===== src/rtl/iq_gen_pkg.sv =====
// Shared types and constants for the windowed I/Q test-sample generator.
// Holds the FSM encoding, pattern selects, LFSR definition and default widths.
package iq_gen_pkg;

    typedef enum logic [1:0] {
        ST_IDLE   = 2'd0,
        ST_CLEAR  = 2'd1,
        ST_STREAM = 2'd2,
        ST_DONE   = 2'd3
    } iq_state_e;

    localparam logic [1:0] MODE_RAMP  = 2'd0;
    localparam logic [1:0] MODE_CONST = 2'd1;
    localparam logic [1:0] MODE_LFSR  = 2'd2;
    localparam logic [1:0] MODE_ALT   = 2'd3;

    // Fibonacci taps 16,14,13,11 expressed as bit positions 15,13,12,10.
    localparam int              LFSR_W    = 16;
    localparam logic [LFSR_W-1:0] LFSR_TAPS = 16'hB400;

    localparam int DEF_DATA_W  = 8;
    localparam int DEF_ACC_W   = 30;
    localparam int DEF_WIN_LEN = 16;

    function automatic logic [LFSR_W-1:0] lfsr_next(input logic [LFSR_W-1:0] cur);
        return {cur[LFSR_W-2:0], ^(cur & LFSR_TAPS)};
    endfunction

endpackage


===== src/rtl/iq_window_gen_if.sv =====
// I/Q sample stream: valid/ready handshake carrying one real/imag pair per beat
// with start- and end-of-window qualifiers.
interface iq_window_gen_if
    import iq_gen_pkg::*;
#(
    parameter int DATA_W = DEF_DATA_W
);
    logic              out_valid;
    logic              out_ready;
    logic [DATA_W-1:0] out_real;
    logic [DATA_W-1:0] out_imag;
    logic              out_sof;
    logic              out_eof;

    modport master (
        output out_valid,
        output out_real,
        output out_imag,
        output out_sof,
        output out_eof,
        input  out_ready
    );

    modport slave (
        input  out_valid,
        input  out_real,
        input  out_imag,
        input  out_sof,
        input  out_eof,
        output out_ready
    );
endinterface


===== src/rtl/iq_lfsr16.sv =====
// 16-bit Fibonacci LFSR with synchronous load and step enable.
// Latency: state updates on the clock after load/step; load wins over step.
// Backpressure: none; the caller only asserts step on an accepted beat.
module iq_lfsr16
    import iq_gen_pkg::*;
(
    input  logic              clk,
    input  logic              aclr_n,
    input  logic              load,
    input  logic [LFSR_W-1:0] load_val,
    input  logic              step,
    output logic [LFSR_W-1:0] state
);

    always_ff @(posedge clk or negedge aclr_n) begin
        if (!aclr_n) begin
            state <= '0;
        end else if (load) begin
            state <= load_val;
        end else if (step) begin
            state <= lfsr_next(state);
        end
    end

endmodule


===== src/rtl/iq_window_gen.sv =====
// Windowed I/Q source: one win_clr pulse, then WIN_LEN patterned beats with sof/eof, then done.
// Latency: win_clr 1 cycle after start, beat 0 after 2; done 1 cycle after the last acceptance.
// Backpressure: out_ready low holds the beat stable; IQ_REF_ENERGY_EN builds ref_energy, else 0.
module iq_window_gen
    import iq_gen_pkg::*;
#(
    parameter int DATA_W  = DEF_DATA_W,
    parameter int WIN_LEN = DEF_WIN_LEN,
    parameter int ACC_W   = DEF_ACC_W
) (
    input  logic              clk,
    input  logic              aclr_n,
    input  logic              start,
    input  logic [1:0]        mode,
    input  logic [DATA_W-1:0] seed,
    output logic              win_clr,
    iq_window_gen_if.master   stream,
    output logic              busy,
    output logic              done,
    output logic [ACC_W-1:0]  ref_energy
);

    localparam logic [15:0] LAST_K = 16'(WIN_LEN - 1);

    iq_state_e         state;
    iq_state_e         state_nxt;
    logic [1:0]        mode_q;
    logic [DATA_W-1:0] seed_q;
    logic [15:0]       beat_k;
    logic [7:0]        seed8;
    logic [LFSR_W-1:0] lfsr_ld;
    logic [LFSR_W-1:0] lfsr_q;
    logic              lfsr_load;
    logic              streaming;
    logic              accept;
    logic              last_beat;
    logic              start_ok;
    logic [DATA_W-1:0] k_d;
    logic [DATA_W-1:0] pat_real;
    logic [DATA_W-1:0] pat_imag;

    always_ff @(posedge clk or negedge aclr_n) begin
        if (!aclr_n) begin
            state <= ST_IDLE;
        end else begin
            state <= state_nxt;
        end
    end

    // Every control output is a pure decode of the registered state, so
    // out_ready only ever steers state_nxt.
    always_comb begin
        state_nxt = state;
        win_clr   = 1'b0;
        streaming = 1'b0;
        busy      = 1'b1;
        done      = 1'b0;
        case (state)
            ST_IDLE: begin
                busy = 1'b0;
                if (start) begin
                    state_nxt = ST_CLEAR;
                end
            end
            ST_CLEAR: begin
                win_clr   = 1'b1;
                state_nxt = ST_STREAM;
            end
            ST_STREAM: begin
                streaming = 1'b1;
                if (stream.out_ready && last_beat) begin
                    state_nxt = ST_DONE;
                end
            end
            ST_DONE: begin
                done      = 1'b1;
                state_nxt = ST_IDLE;
            end
            default: begin
                state_nxt = ST_IDLE;
            end
        endcase
    end

    assign start_ok  = (state == ST_IDLE) && start;
    assign accept    = streaming && stream.out_ready;
    assign last_beat = (beat_k == LAST_K);

    always_ff @(posedge clk or negedge aclr_n) begin
        if (!aclr_n) begin
            mode_q <= MODE_RAMP;
            seed_q <= '0;
            beat_k <= '0;
        end else if (start_ok) begin
            mode_q <= mode;
            seed_q <= seed;
            beat_k <= '0;
        end else if (accept) begin
            beat_k <= beat_k + 16'd1;
        end
    end

    // Load value {seed, ~seed} can never be all zeros, so the LFSR cannot lock up.
    assign seed8     = 8'(seed_q);
    assign lfsr_ld   = {seed8, ~seed8};
    assign lfsr_load = (state == ST_CLEAR);

    iq_lfsr16 u_lfsr (
        .clk      (clk),
        .aclr_n   (aclr_n),
        .load     (lfsr_load),
        .load_val (lfsr_ld),
        .step     (accept),
        .state    (lfsr_q)
    );

    assign k_d = DATA_W'(beat_k);

    always_comb begin
        pat_real = seed_q;
        pat_imag = seed_q;
        case (mode_q)
            MODE_RAMP: begin
                pat_real = seed_q + k_d;
                pat_imag = seed_q - k_d;
            end
            MODE_CONST: begin
                pat_real = seed_q;
                pat_imag = seed_q;
            end
            MODE_LFSR: begin
                pat_real = DATA_W'(lfsr_q[7:0]);
                pat_imag = DATA_W'(lfsr_q[15:8]);
            end
            MODE_ALT: begin
                pat_real = beat_k[0] ? ~seed_q : seed_q;
                pat_imag = '0;
            end
            default: begin
                pat_real = '0;
                pat_imag = '0;
            end
        endcase
    end

    assign stream.out_valid = streaming;
    assign stream.out_real  = streaming ? pat_real : '0;
    assign stream.out_imag  = streaming ? pat_imag : '0;
    assign stream.out_sof   = streaming && (beat_k == 16'd0);
    assign stream.out_eof   = streaming && last_beat;

`ifdef IQ_REF_ENERGY_EN
    localparam int SQ_W = 2 * DATA_W + 1;

    logic [SQ_W-1:0]  re_x;
    logic [SQ_W-1:0]  im_x;
    logic [SQ_W-1:0]  beat_sq;
    logic [ACC_W-1:0] acc_q;

    assign re_x    = SQ_W'(pat_real);
    assign im_x    = SQ_W'(pat_imag);
    assign beat_sq = re_x * re_x + im_x * im_x;

    // Cleared as the window is launched, so it already reads 0 in the CLEAR cycle.
    always_ff @(posedge clk or negedge aclr_n) begin
        if (!aclr_n) begin
            acc_q <= '0;
        end else if (start_ok) begin
            acc_q <= '0;
        end else if (accept) begin
            acc_q <= acc_q + ACC_W'(beat_sq);
        end
    end

    assign ref_energy = acc_q;
`else
    assign ref_energy = '0;
`endif

endmodule

===== src/flat_wrapper.sv =====
// flat-port wrapper written by rule: the top's interface ports become plain ports
module iq_window_gen_flat import iq_gen_pkg::*;
#(
    parameter int DATA_W  = DEF_DATA_W,
    parameter int WIN_LEN = DEF_WIN_LEN,
    parameter int ACC_W   = DEF_ACC_W
)
  (clk, aclr_n, start, mode, seed, win_clr, busy, done, ref_energy, stream_out_valid, stream_out_real, stream_out_imag, stream_out_sof, stream_out_eof, stream_out_ready);
  iq_window_gen_if #(.DATA_W(DATA_W)) stream_i ();
  input  logic clk;
  input  logic aclr_n;
  input  logic start;
  input  logic [1:0] mode;
  input  logic [DATA_W-1:0] seed;
  output logic win_clr;
  output logic busy;
  output logic done;
  output logic [ACC_W-1:0] ref_energy;
  output wire logic [$bits(stream_i.out_valid)-1:0] stream_out_valid;
  output wire logic [$bits(stream_i.out_real)-1:0] stream_out_real;
  output wire logic [$bits(stream_i.out_imag)-1:0] stream_out_imag;
  output wire logic [$bits(stream_i.out_sof)-1:0] stream_out_sof;
  output wire logic [$bits(stream_i.out_eof)-1:0] stream_out_eof;
  input wire logic [$bits(stream_i.out_ready)-1:0] stream_out_ready;
  assign stream_out_valid = stream_i.out_valid;
  assign stream_out_real = stream_i.out_real;
  assign stream_out_imag = stream_i.out_imag;
  assign stream_out_sof = stream_i.out_sof;
  assign stream_out_eof = stream_i.out_eof;
  assign stream_i.out_ready = stream_out_ready;
  iq_window_gen #(.DATA_W(DATA_W), .WIN_LEN(WIN_LEN), .ACC_W(ACC_W)) u_core (.clk(clk), .aclr_n(aclr_n), .start(start), .mode(mode), .seed(seed), .win_clr(win_clr), .stream(stream_i), .busy(busy), .done(done), .ref_energy(ref_energy));
endmodule

===== config.mk =====
export PLATFORM = sky130hd
export DESIGN_NAME = iq_window_gen_flat
export DESIGN_NICKNAME = d
export VERILOG_FILES = /design/src/rtl/iq_gen_pkg.sv /design/src/rtl/iq_window_gen_if.sv /design/src/rtl/iq_lfsr16.sv /design/src/rtl/iq_window_gen.sv /design/src/flat_wrapper.sv
export SDC_FILE = /design/constraint.sdc
export NUM_CORES = 1
export LEC_CHECK = 0
export BUFFER_PORTS_ARGS = -buffer_cell sky130_fd_sc_hd__buf_2
export CAP_MARGIN = 20
export CELL_PAD_IN_SITES_DETAIL_PLACEMENT = 1
export CELL_PAD_IN_SITES_GLOBAL_PLACEMENT = 1
export CORE_AREA = 2 2 91 93
export DETAILED_ROUTE_END_ITERATION = 16
export DIE_AREA = 0 0 93 95
export PLACE_DENSITY_LB_ADDON = 0.1
export SYNTH_ARGS = -nofsm -noshare
export SYNTH_HDL_FRONTEND = slang
export SYNTH_SLANG_ARGS = --single-unit
export TNS_END_PERCENT = 50

===== constraint.sdc =====
create_clock -name clk -period 2.9 [get_ports clk]
set_clock_uncertainty 0.05 [all_clocks]
set_input_delay 0.29 -clock clk [delete_from_list [all_inputs] [get_ports clk]]
set_output_delay 0.29 -clock clk [all_outputs]
set_load 0.05 [all_outputs]

==> metrics.md <==
| Metric | Value |
|---|---|
| Status | completed |
| Total I/O pin count | 66 |
| 1st-iter DRT viols | 131 |
| Synth cell types | 47 |
| Post-CTS setup buffer count | 0 |
| Initial antenna violation count | 0 |
| I/O Buffers | 35 |
| Seq/Total Area, Yosys | 0.3223 |
| DR WL/cell | 17.36 µm |
| Yosys warnings | 0 |
| Met1 usage | 0.3450 |
| Hold Violations, Final | 0 |
| Max-cap violations | 0 |
| Combinational family with the most area after synthesis | simple AND/OR/NAND/NOR gates |
| Max Fclk | 0.3611 GHz |
| CP max stage delay | 0.40 ns |
| Area grow syn2layout | 11.94% |
| Power, Total | 4.594 mW |
| DR vias | 2883 |
| Die Area | 8835 µm² |
| Count leader, synth | dfrtp_1 |
| Xor and xnor area share after synthesis | 0.05641 |
| Vias per cell | 5.290 |
| Core area | 7928 µm² |
| Ys async rst share | 1.000 |
| WP data required | 2.56 ns |
| Mux share of post-synthesis cell area | 0.07875 |
| Post-Place Cells | 535 |
| Fin crit period | 2.769 ns |
| Critical Path Source Type | flip-flop |
| Remaining Overflow, GRT | 0 |
| Fin nets | 476 |
| Routability cong. | 0.8579 |
| Layout cells sized above 1 | 0.1909 |
| Post-Synth Simple-Gate Area | 0.1707 |
| Tightest Pin Transition | 0.6897 ns |
| Post-synth EDFFs | 0 |
| Area contributors post-synth | dfrtp_1, ha_1, buf_4 |
| Row cnt | 33 |
| Pins Over Slew Limit | 0 |
| Post-synthesis compound-gate area fraction | 0.1692 |
| GRT busiest layer | met2 |
| Pin count of the biggest net entering global routing | 45 |
| Synthesized area per cell | 8.561 µm² |
| Synth top cells by count | dfrtp_1, o21ai_0, nand2_1, nor2_1, buf_4 |
| Die Ht | 95 µm |
| Min-delay worst type | input port to flip-flop |
| Top cell type's share of synthesized area | 0.3223 |
| Netlist Area Pre-Place | 3416 µm² |
| Slowest cell on the critical path | dfrtp_1 |
| DR pass1 iterations | 4 |
| Critical Path End Type | output port |
| ANT nets after route | 0 |
| Worst-path clk slew | 0.09 ns |
| GRT met3 Usage | 0.02873 |
| Hold Worst Slack | 0.1409 ns |
| Largest area contributor in the netlist | dfrtp_1 |
| Tcrit/Tclk final | 0.9549 |
| Syn Inst Count | 399 |
| P_leak | 1.753 nW |
| Power per cell area | 1202 nW/µm² |
| Crit path max fanout | 5 |
| CTS sink cnt | 44 |
| Wirelength, routed | 9463 µm |
| Critical Path AT | 2.43 ns |
| Met2 capacity usage during global routing | 0.3551 |
| Fin cells | 545 |
| Detailed Place HPWL | 7236 µm |
| Peak supply drop | 0.6021 mV |
| # setup viols final | 0 |
| CTS tree | built |
| First-pass GRT wire length | 15870 µm |
| GRT Util Overall | 0.2322 |
| CP Class | flip-flop to output port |
| Adder-cell share of the synthesized area | 0.08864 |
| Main synth FF type | dfrtp_1 |
| Synthesized flop and latch total | 44 |
| CTS H-tree depth | 2 |
| Die W | 93 µm |
| Vias in the first global route | 2949 |
| Worst path cell trace | inv_1, ha_1, fa_1, nor2b_1, o21ai_0, a211o_1, a21oi_1, clkbuf_4 |
| Antenna cells | 0 |
| CTS Root Cell | clkbuf_8 |
| Total CTS buffers | 5 |
| RSZ-0062 raised after global routing | true |
| Layout fillers | 974 |
| DRC violations left | 0 |
| Clock Latency Late Sink | 0.31 ns |
| Initial core utilization | 0.4309 |
| Max_slew headroom | 0.5385 |
| Clock buffer depth | 2 |
==> cell type report <==
class	count	area [µm²]	share of cell area
repair buffers	53	350.3	0.09162
multi-input cells	312	2062	0.5393
well taps	105	131.4	0.03436
inverters	23	86.33	0.02258
flip-flops and latches	44	1104	0.2886
clock inverters	3	21.27	0.005563
clock buffers	5	68.82	0.01800
==> registers in the layout, indices dropped and copies added, names as in the netlist <==
signal,flops
u_core.seed8,8
u_core.beat_k,16
u_core.mode_q,2
u_core.u_lfsr.state,16
u_core.state,2
==> path summary, 6_finish.rpt <==
| check | start | to | slack, ns | cells after the start |
|---|---|---|---|---|
| min in group asynchronous | aclr_n | u_core.u_lfsr.state[10] | 0.29 | 2 |
| hold / removal | seed[4] | u_core.seed8[4] | 0.14 | 3 |
| setup / recovery | u_core.seed8[0] | stream_out_imag[4] | 0.13 | 8 |
| max in group asynchronous | aclr_n | u_core.beat_k[1] | 2.06 | 3 |
| setup reg to reg | u_core.state[0] | u_core.beat_k[11] | 0.42 | 6 |
| hold reg to reg | u_core.seed8[0] | u_core.u_lfsr.state[0] | 0.49 | 1 |
==> worst max-delay path: cells and delay by family, from the launching register on <==
family,cells,cell delay [ns]
buffers and inverters,2,0.37
AOI/OAI and AO/OA,3,0.55
DFF,1,0.40
and+or+nand+nor,1,0.19
adders and majority gates,2,0.62
==> through the flow <==
| stage | setup WS, ns | utilization | setup TNS, ns | area (µm²) |
|---|---|---|---|---|
| floorplan | -0.1087 | - | -0.2069 | 3531 |
| global placement | 0.3970 | 0.4631 | 0 | 3671 |
| detailed placement | 0.3121 | 0.4631 | 0 | 3671 |
| CTS | 0.01401 | 0.4746 | 0 | 3762 |
| global route | -0.03388 | 0.4823 | -0.03785 | 3824 |
| finish | 0.1306 | 0.4823 | 0 | 3824 |
==> layout by cell type (no fill, tap or decap), types with 11 or more instances in the layout <==
| cell type | synthesis | routed |
|---|---|---|
| dfrtp_1 | 44 | 42 |
| o21ai_0 | 32 | 32 |
| nor2_1 | 31 | 31 |
| nand2_1 | 31 | 31 |
| conb_1 | 1 | 30 |
| buf_2 | 2 | 30 |
| inv_1 | 23 | 23 |
| a21oi_1 | 23 | 23 |
| ha_1 | 21 | 20 |
| buf_4 | 30 | 17 |
| nand3_1 | 15 | 15 |
| xnor2_1 | 15 | 15 |
| mux2_2 | 15 | 15 |
| o21a_1 | 11 | 11 |
==> power breakdown <==
part           total (mW)  internal, mW  leakage (nW)  switching, mW
clock network       0.406         0.171        0.0445          0.235
logic                3.11          1.10          1.16           2.01
registers            1.08         0.828         0.547          0.250
total                4.59          2.10          1.75           2.50
==> cells by family (layout without fill, tap and decap cells) <==
logic type | after synthesis | in the layout
compound gates | 93 | 93
simple gates | 119 | 119
mux | 25 | 25
xor+xnor | 22 | 22
fa+ha+maj | 23 | 23
flops | 44 | 44
buf+inv | 72 | 84
other cells | 1 | 30
==> repair_timing <==
action | 4_1_cts | 5_1_grt
pin swaps | 0 | 0
hold buffers | 0 | 1
hold endpoints to repair | 0 | 5
resized for setup | 1 | 12
endpoints found under the setup margin | 1 | 7
==> metal layers <==
layer / share of wire / routed length, µm / up-vias
met1: 0.51 / 4784 / 1422
met2: 0.45 / 4273 / 51
met5: 0 / 0 / -
met4: 0.014 / 137 / 0
li1: - / - / 1397
met3: 0.028 / 268 / 13
Power figures use the tool's default switching activity.
